File: src/rtl/exec_ctrl_pkg.sv
// Encodings shared by the execute-stage operand controller: ALU input-1
// sources, forwarding selects and the multi-cycle sequencing states.
package exec_ctrl_pkg;

  typedef enum logic [1:0] {
    OP1_REG  = 2'b00,
    OP1_PC   = 2'b01,
    OP1_ZERO = 2'b10,
    OP1_RSVD = 2'b11
  } op1_src_e;

  typedef enum logic [1:0] {
    FWD_RF  = 2'b00,
    FWD_MEM = 2'b01,
    FWD_WB  = 2'b10
  } fwd_sel_e;

  typedef enum logic [1:0] {
    ST_RUN     = 2'b00,
    ST_MD_BUSY = 2'b01,
    ST_MD_DONE = 2'b10
  } ctrl_state_e;

endpackage

File: src/rtl/fwd_compare.sv
// Forwarding source select for one execute operand: the younger MEM result
// wins over WB, and x0 is never forwarded.
module fwd_compare
  import exec_ctrl_pkg::*;
(
  input  logic [4:0] exeRs_i,
  input  logic       exeUse_i,
  input  logic [4:0] memRd_i,
  input  logic       memRegWrite_i,
  input  logic [4:0] wbRd_i,
  input  logic       wbRegWrite_i,
  output logic [1:0] fwdSelect_o
);

  logic mem_hit;
  logic wb_hit;

  assign mem_hit = exeUse_i && memRegWrite_i && (memRd_i != 5'd0) && (memRd_i == exeRs_i);
  assign wb_hit  = exeUse_i && wbRegWrite_i  && (wbRd_i  != 5'd0) && (wbRd_i  == exeRs_i);

  always_comb begin
    fwdSelect_o = FWD_RF;
    if (mem_hit) begin
      fwdSelect_o = FWD_MEM;
    end else if (wb_hit) begin
      fwdSelect_o = FWD_WB;
    end
  end

endmodule

File: src/rtl/execute_operand_controller.sv
// Execute-stage operand controller: ALU input-1 select, operand forwarding,
// load-use stall/bubble and multi-cycle (mul/div) stall sequencing.
module execute_operand_controller
  import exec_ctrl_pkg::*;
#(
  parameter int MD_LATENCY = 4
) (
  input  logic       clk,
  input  logic       rst_n,
  input  logic [4:0] decRs1,
  input  logic [4:0] decRs2,
  input  logic       decUse1,
  input  logic       decUse2,
  input  logic [4:0] exeRs1,
  input  logic [4:0] exeRs2,
  input  logic       exeUse1,
  input  logic       exeUse2,
  input  logic [1:0] exeOp1Src,
  input  logic [4:0] exeRd,
  input  logic       exeMemRead,
  input  logic       exeMdStart,
  input  logic [4:0] memRd,
  input  logic       memRegWrite,
  input  logic [4:0] wbRd,
  input  logic       wbRegWrite,
  output logic [1:0] input1Select,
  output logic [1:0] fwd1Select,
  output logic [1:0] fwd2Select,
  output logic       stall,
  output logic       bubble,
  output logic       mdBusy,
  output logic       mdResultValid
);

  if (MD_LATENCY < 2 || MD_LATENCY > 32) begin : g_bad_latency
    $error("execute_operand_controller: MD_LATENCY must be in 2..32");
  end

  localparam int CNT_W = $clog2(MD_LATENCY);
  localparam logic [CNT_W-1:0] CNT_LOAD = CNT_W'(MD_LATENCY - 2);

  ctrl_state_e      state_q, state_d;
  logic [CNT_W-1:0] cnt_q, cnt_d;
  logic             load_use;
  logic             stall_c, bubble_c, busy_c, valid_c;

  assign input1Select = (exeOp1Src == OP1_RSVD) ? OP1_REG : exeOp1Src;

  fwd_compare u_fwd1 (
    .exeRs_i       (exeRs1),
    .exeUse_i      (exeUse1),
    .memRd_i       (memRd),
    .memRegWrite_i (memRegWrite),
    .wbRd_i        (wbRd),
    .wbRegWrite_i  (wbRegWrite),
    .fwdSelect_o   (fwd1Select)
  );

  fwd_compare u_fwd2 (
    .exeRs_i       (exeRs2),
    .exeUse_i      (exeUse2),
    .memRd_i       (memRd),
    .memRegWrite_i (memRegWrite),
    .wbRd_i        (wbRd),
    .wbRegWrite_i  (wbRegWrite),
    .fwdSelect_o   (fwd2Select)
  );

  assign load_use = exeMemRead && (exeRd != 5'd0) &&
                    ((decUse1 && (decRs1 == exeRd)) || (decUse2 && (decRs2 == exeRd)));

  always_ff @(posedge clk or negedge rst_n) begin
    if (!rst_n) begin
      state_q <= ST_RUN;
      cnt_q   <= '0;
    end else begin
      state_q <= state_d;
      cnt_q   <= cnt_d;
    end
  end

  // The start cycle counts as the first stall cycle, so MD_BUSY lasts
  // MD_LATENCY-2 cycles; with MD_LATENCY==2 there is no busy phase at all.
  always_comb begin
    state_d  = state_q;
    cnt_d    = cnt_q;
    stall_c  = 1'b0;
    bubble_c = 1'b0;
    busy_c   = 1'b0;
    valid_c  = 1'b0;
    case (state_q)
      ST_RUN: begin
        if (exeMdStart) begin
          stall_c = 1'b1;
          cnt_d   = CNT_LOAD;
          state_d = (MD_LATENCY == 2) ? ST_MD_DONE : ST_MD_BUSY;
        end else if (load_use) begin
          stall_c  = 1'b1;
          bubble_c = 1'b1;
        end
      end
      ST_MD_BUSY: begin
        stall_c = 1'b1;
        busy_c  = 1'b1;
        if (cnt_q <= CNT_W'(1)) begin
          cnt_d   = '0;
          state_d = ST_MD_DONE;
        end else begin
          cnt_d = cnt_q - CNT_W'(1);
        end
      end
      ST_MD_DONE: begin
        valid_c = 1'b1;
        cnt_d   = '0;
        state_d = ST_RUN;
      end
      default: begin
        cnt_d   = '0;
        state_d = ST_RUN;
      end
    endcase
  end

  // Load-use is decoded combinationally, so reset must gate it directly.
  assign stall         = rst_n & stall_c;
  assign bubble        = rst_n & bubble_c;
  assign mdBusy        = rst_n & busy_c;
  assign mdResultValid = rst_n & valid_c;

endmodule
File: config.mk
export PLATFORM = sky130hd
export DESIGN_NAME = execute_operand_controller
export DESIGN_NICKNAME = d
export VERILOG_FILES = /design/src/rtl/exec_ctrl_pkg.sv /design/src/rtl/fwd_compare.sv /design/src/rtl/execute_operand_controller.sv
export SDC_FILE = /design/constraint.sdc
export NUM_CORES = 1
export LEC_CHECK = 0
export CAP_MARGIN = 30
export CELL_PAD_IN_SITES_DETAIL_PLACEMENT = 2
export CELL_PAD_IN_SITES_GLOBAL_PLACEMENT = 2
export CORE_AREA = 2 2 66 68
export DETAILED_ROUTE_END_ITERATION = 10
export DIE_AREA = 0 0 68 70
export GPL_ROUTABILITY_DRIVEN = 0
export PLACE_DENSITY = 0.86
export SYNTH_ARGS = -nofsm -noshare
export SYNTH_HDL_FRONTEND = slang
export SYNTH_SLANG_ARGS = --single-unit
File: constraint.sdc
create_clock -name clk -period 2.08 [get_ports clk]
set_input_delay 0.416 -clock clk [delete_from_list [all_inputs] [get_ports clk]]
set_output_delay 0.416 -clock clk [all_outputs]
set_load 0.02 [all_outputs]
==> results.yml <==
outcome:
  status: "complete, no violations"
synth:
  syn_inst: 78
  yosysSeqAreaShare_pct: 16.0
  synth_compound_area_share_pct: 11.0
  synth-xor-area-share_pct: 41.9
  yosys_most_used_dff: "dfrtp_1"
  ys_types: 24
  yosysTopAreaCellShare_pct: 22.4
  yosys.area_share.simple_pct: 28.1
  synth_fa_ha_area_share_pct: 0
  ys_seq_elements: 4
  synthMuxAreaShare_pct: 0
  synth_area_leaders: "xor2_1, xnor2_1, dfrtp_1, nor4_1, nor3_2"
  async_reset_ff_share_pct: 100
  syn_area_um2: 627
  synth_nets: 125
  synth_top_family_by_area: "XOR/XNOR gates"
  synth_top_cell_by_area: "xor2_1"
  yosys_warnings: 0
  avgSynthCellArea_um2: 8.04
  synth-edff-count: 0
route:
  finalWirelength_um: 3250
  firstDrtPassIters: 4
  detail-route-antenna-nets: 0
  wl_per_cell_um: 15.9
  drc: 0
  via_per_inst: 4.31
  drt_iter0_drc: 13
  via_count: 884
die:
  dieArea_um2: 4760
  fp.dieW_um: 68
  pin_count: 57
  rows: 24
  start_util_pct: 15.1
  core_um2: 4140
  fp.dieH_um: 70
power:
  p_sw_mw: 0.251
  share_clk_of_total_power_pct: 23.2
  internal-power_mw: 0.429
  p_per_area_nw_per_um2: 473
  finalPower_mw: 0.681
  cellLeakagePower_nw: 0.669
  ir_drop_mv: 0.406
  p_sw_share_pct: 36.9
  pwr-share-comb_pct: 54.9
  p_seq_share_pct: 21.9
final_layout:
  antenna_cells: 0
  nNetsFinal: 202
  n_fill_cell: 476
  drive_gt1_share_pct: 41.8
  synthToLayoutAreaGrowth_pct: 130
  fin_area_um2: 1440
clock_tree:
  cts_max_path_buffers: 2
  clk_latency_ns: 0.21
  cts_buffers: 3
  clk_pin_slew_ns: 0.03
  tritoncts: "built"
  cts.sinks: 4
  postCtsHoldBufs: 0
  htreeDepth: 1
  root_buffer: "clkbuf_8"
setup_path:
  r2r-start: "state_q[0]"
  critPathLaunchType: "input pin"
  crit_type: "input pin to output port"
  setup.worst_path.end_class: "output port"
  worstPathMaxFanout: 2
  ff2ff_path_depth: 3
  crit_required_ns: 1.66
  cp_data_arrival_time_ns: 1.63
  cp-endpoint: "fwd1Select[1]"
  regToRegSetupSlack_ns: 1.15
  critPathLaunch: "memRd[1]"
  r2r-end: "cnt_q[1]"
placed_design:
  dpl_cell_area_um2: 1370
  io_buffer_count: 56
  hpwl_um: 2760
timing:
  fmax_mhz: 488
  clock_skew_ns: 0.00185
  worst_pin_slew_ns: 0.261
  slew_headroom_pct: 82.4
  fin_crit_sh_pct: 98.5
  slew_violations: 0
  rsz0062_at_grt: "yes"
  setup_viol: 0
  period_needed_ns: 2.05
  hold_viol: 0
global_routing:
  grt_most_used_layer: "met2"
  grt_max_degree: 6
  grt_usage_pct: 13.4
  globalRouteMet3Util_pct: 3.06
  antenna_found_initial: 0
  grt_pass1_vias: 1026
  met2_usage_pct: 25.7
  grt_overflow: 0
  grtUsageMet1_pct: 13.7
  grt_pass1_wl_um: 4830
worst_hold_path:
  hold_class: "register to register"
flow_run:
  drv_cap: 0
critical path, cell delays in order:
cell and delay (ns):
buf_6 0.09, or4_4 0.53, o21ai_4 0.21, nor3_4 0.06, nor3_2 0.16, buf_4 0.16
per-layer routing:
layer	share of wire [%]	vias up
met1	34	412
li1	-	423
met5	0	-
met3	9.6	6
met2	54	43
met4	1.9	0
power by group through the flow:
stage	clock network [mW]	logic, mW	registers [mW]
after floorplan	0	0.150	0.145
after global placement	0	0.360	0.144
after detailed placement	0	0.381	0.149
after CTS	0.162	0.367	0.150
after global routing	0.169	0.412	0.157
final	0.158	0.374	0.149
per-stage QoR:
step	TNS [ns]	utilization (%)	hold slack, ns	setup slack [ns]	std cells
global placement	-4.45	32.9	0.446	-0.743	201
global route	-0.0695	34.7	0.488	-0.0527	205
detailed placement	-4.84	32.9	0.454	-0.833	201
finish	0	34.7	0.458	0.0304	205
floorplan	0	-	0.120	0.172	78
CTS	-0.0327	34.0	0.461	-0.0212	205
cell usage after synthesis, types with 2 or more instances:
| master | n |
|---|---|
| nand4_1 | 2 |
| xnor2_1 | 14 |
| a21oi_1 | 3 |
| nand2_1 | 4 |
| xor2_1 | 16 |
| or4_1 | 2 |
| nor2b_1 | 3 |
| nor2_1 | 4 |
| dfrtp_1 | 4 |
| nor3_2 | 2 |
| nor3_1 | 3 |
| o21ai_0 | 4 |
| buf_4 | 2 |
| nor4_1 | 4 |
| nand3_1 | 2 |
flip-flops by register name, indices dropped and copies added (netlist names):
register	count
state_q	2
cnt_q	2
placed cells by master (no fill, tap or decap), drive strengths merged:
master         count
nand2              4
dfrtp              4
xnor2             14
nand4              2
a21oi              3
o21ai              5
o2111ai            1
nor4               4
and3               1
inv                1
nor3               5
clkbuf            15
clkdlybuf4s15      3
nor2               4
o211ai             1
dlygate4sd2       15
and2               2
nand3              2
nor2b              3
buf               28
or4                3
xor2              16
dlymetal6s2s       3
clkdlybuf4s50     13
a32oi              1
logic make-up (layout without fill, tap and decap cells):
group / after synthesis / count (layout)
XOR/XNOR: 30 / 30
AND/OR/NAND/NOR: 30 / 30
AO/OA/AOI/OAI: 11 / 11
flip-flops: 4 / 4
buffers and inverters: 3 / 78
area by class of cell:
class | count | area [um2] | share of cell area [%]
well taps | 52 | 65.1 | 4.52
repair buffers | 74 | 606 | 42.1
flip-flops and latches | 4 | 100 | 6.96
multi-input cells | 71 | 623 | 43.3
clock buffers | 3 | 41.3 | 2.87
inverters | 1 | 3.75 | 0.261
how the worst min path moves through the flow:
stage	startpoint	to	slack (ns)	cells after the start
detailed placement	cnt_q[1]	state_q[1]	0.45	1
floorplan	rst_n	cnt_q[0]	0.12	0
CTS	cnt_q[1]	state_q[1]	0.46	1
global placement	cnt_q[1]	state_q[1]	0.45	1
finish	cnt_q[1]	state_q[1]	0.46	1
global route	cnt_q[1]	state_q[1]	0.49	1
timing repair:
item                       in CTS  in global routing
setup buffers                   1                  0
pin swaps                      19                 17
gates resized for setup        94                 37
setup endpoints to repair       9                  7
Note: power is estimated with default switching activity, not from simulation.
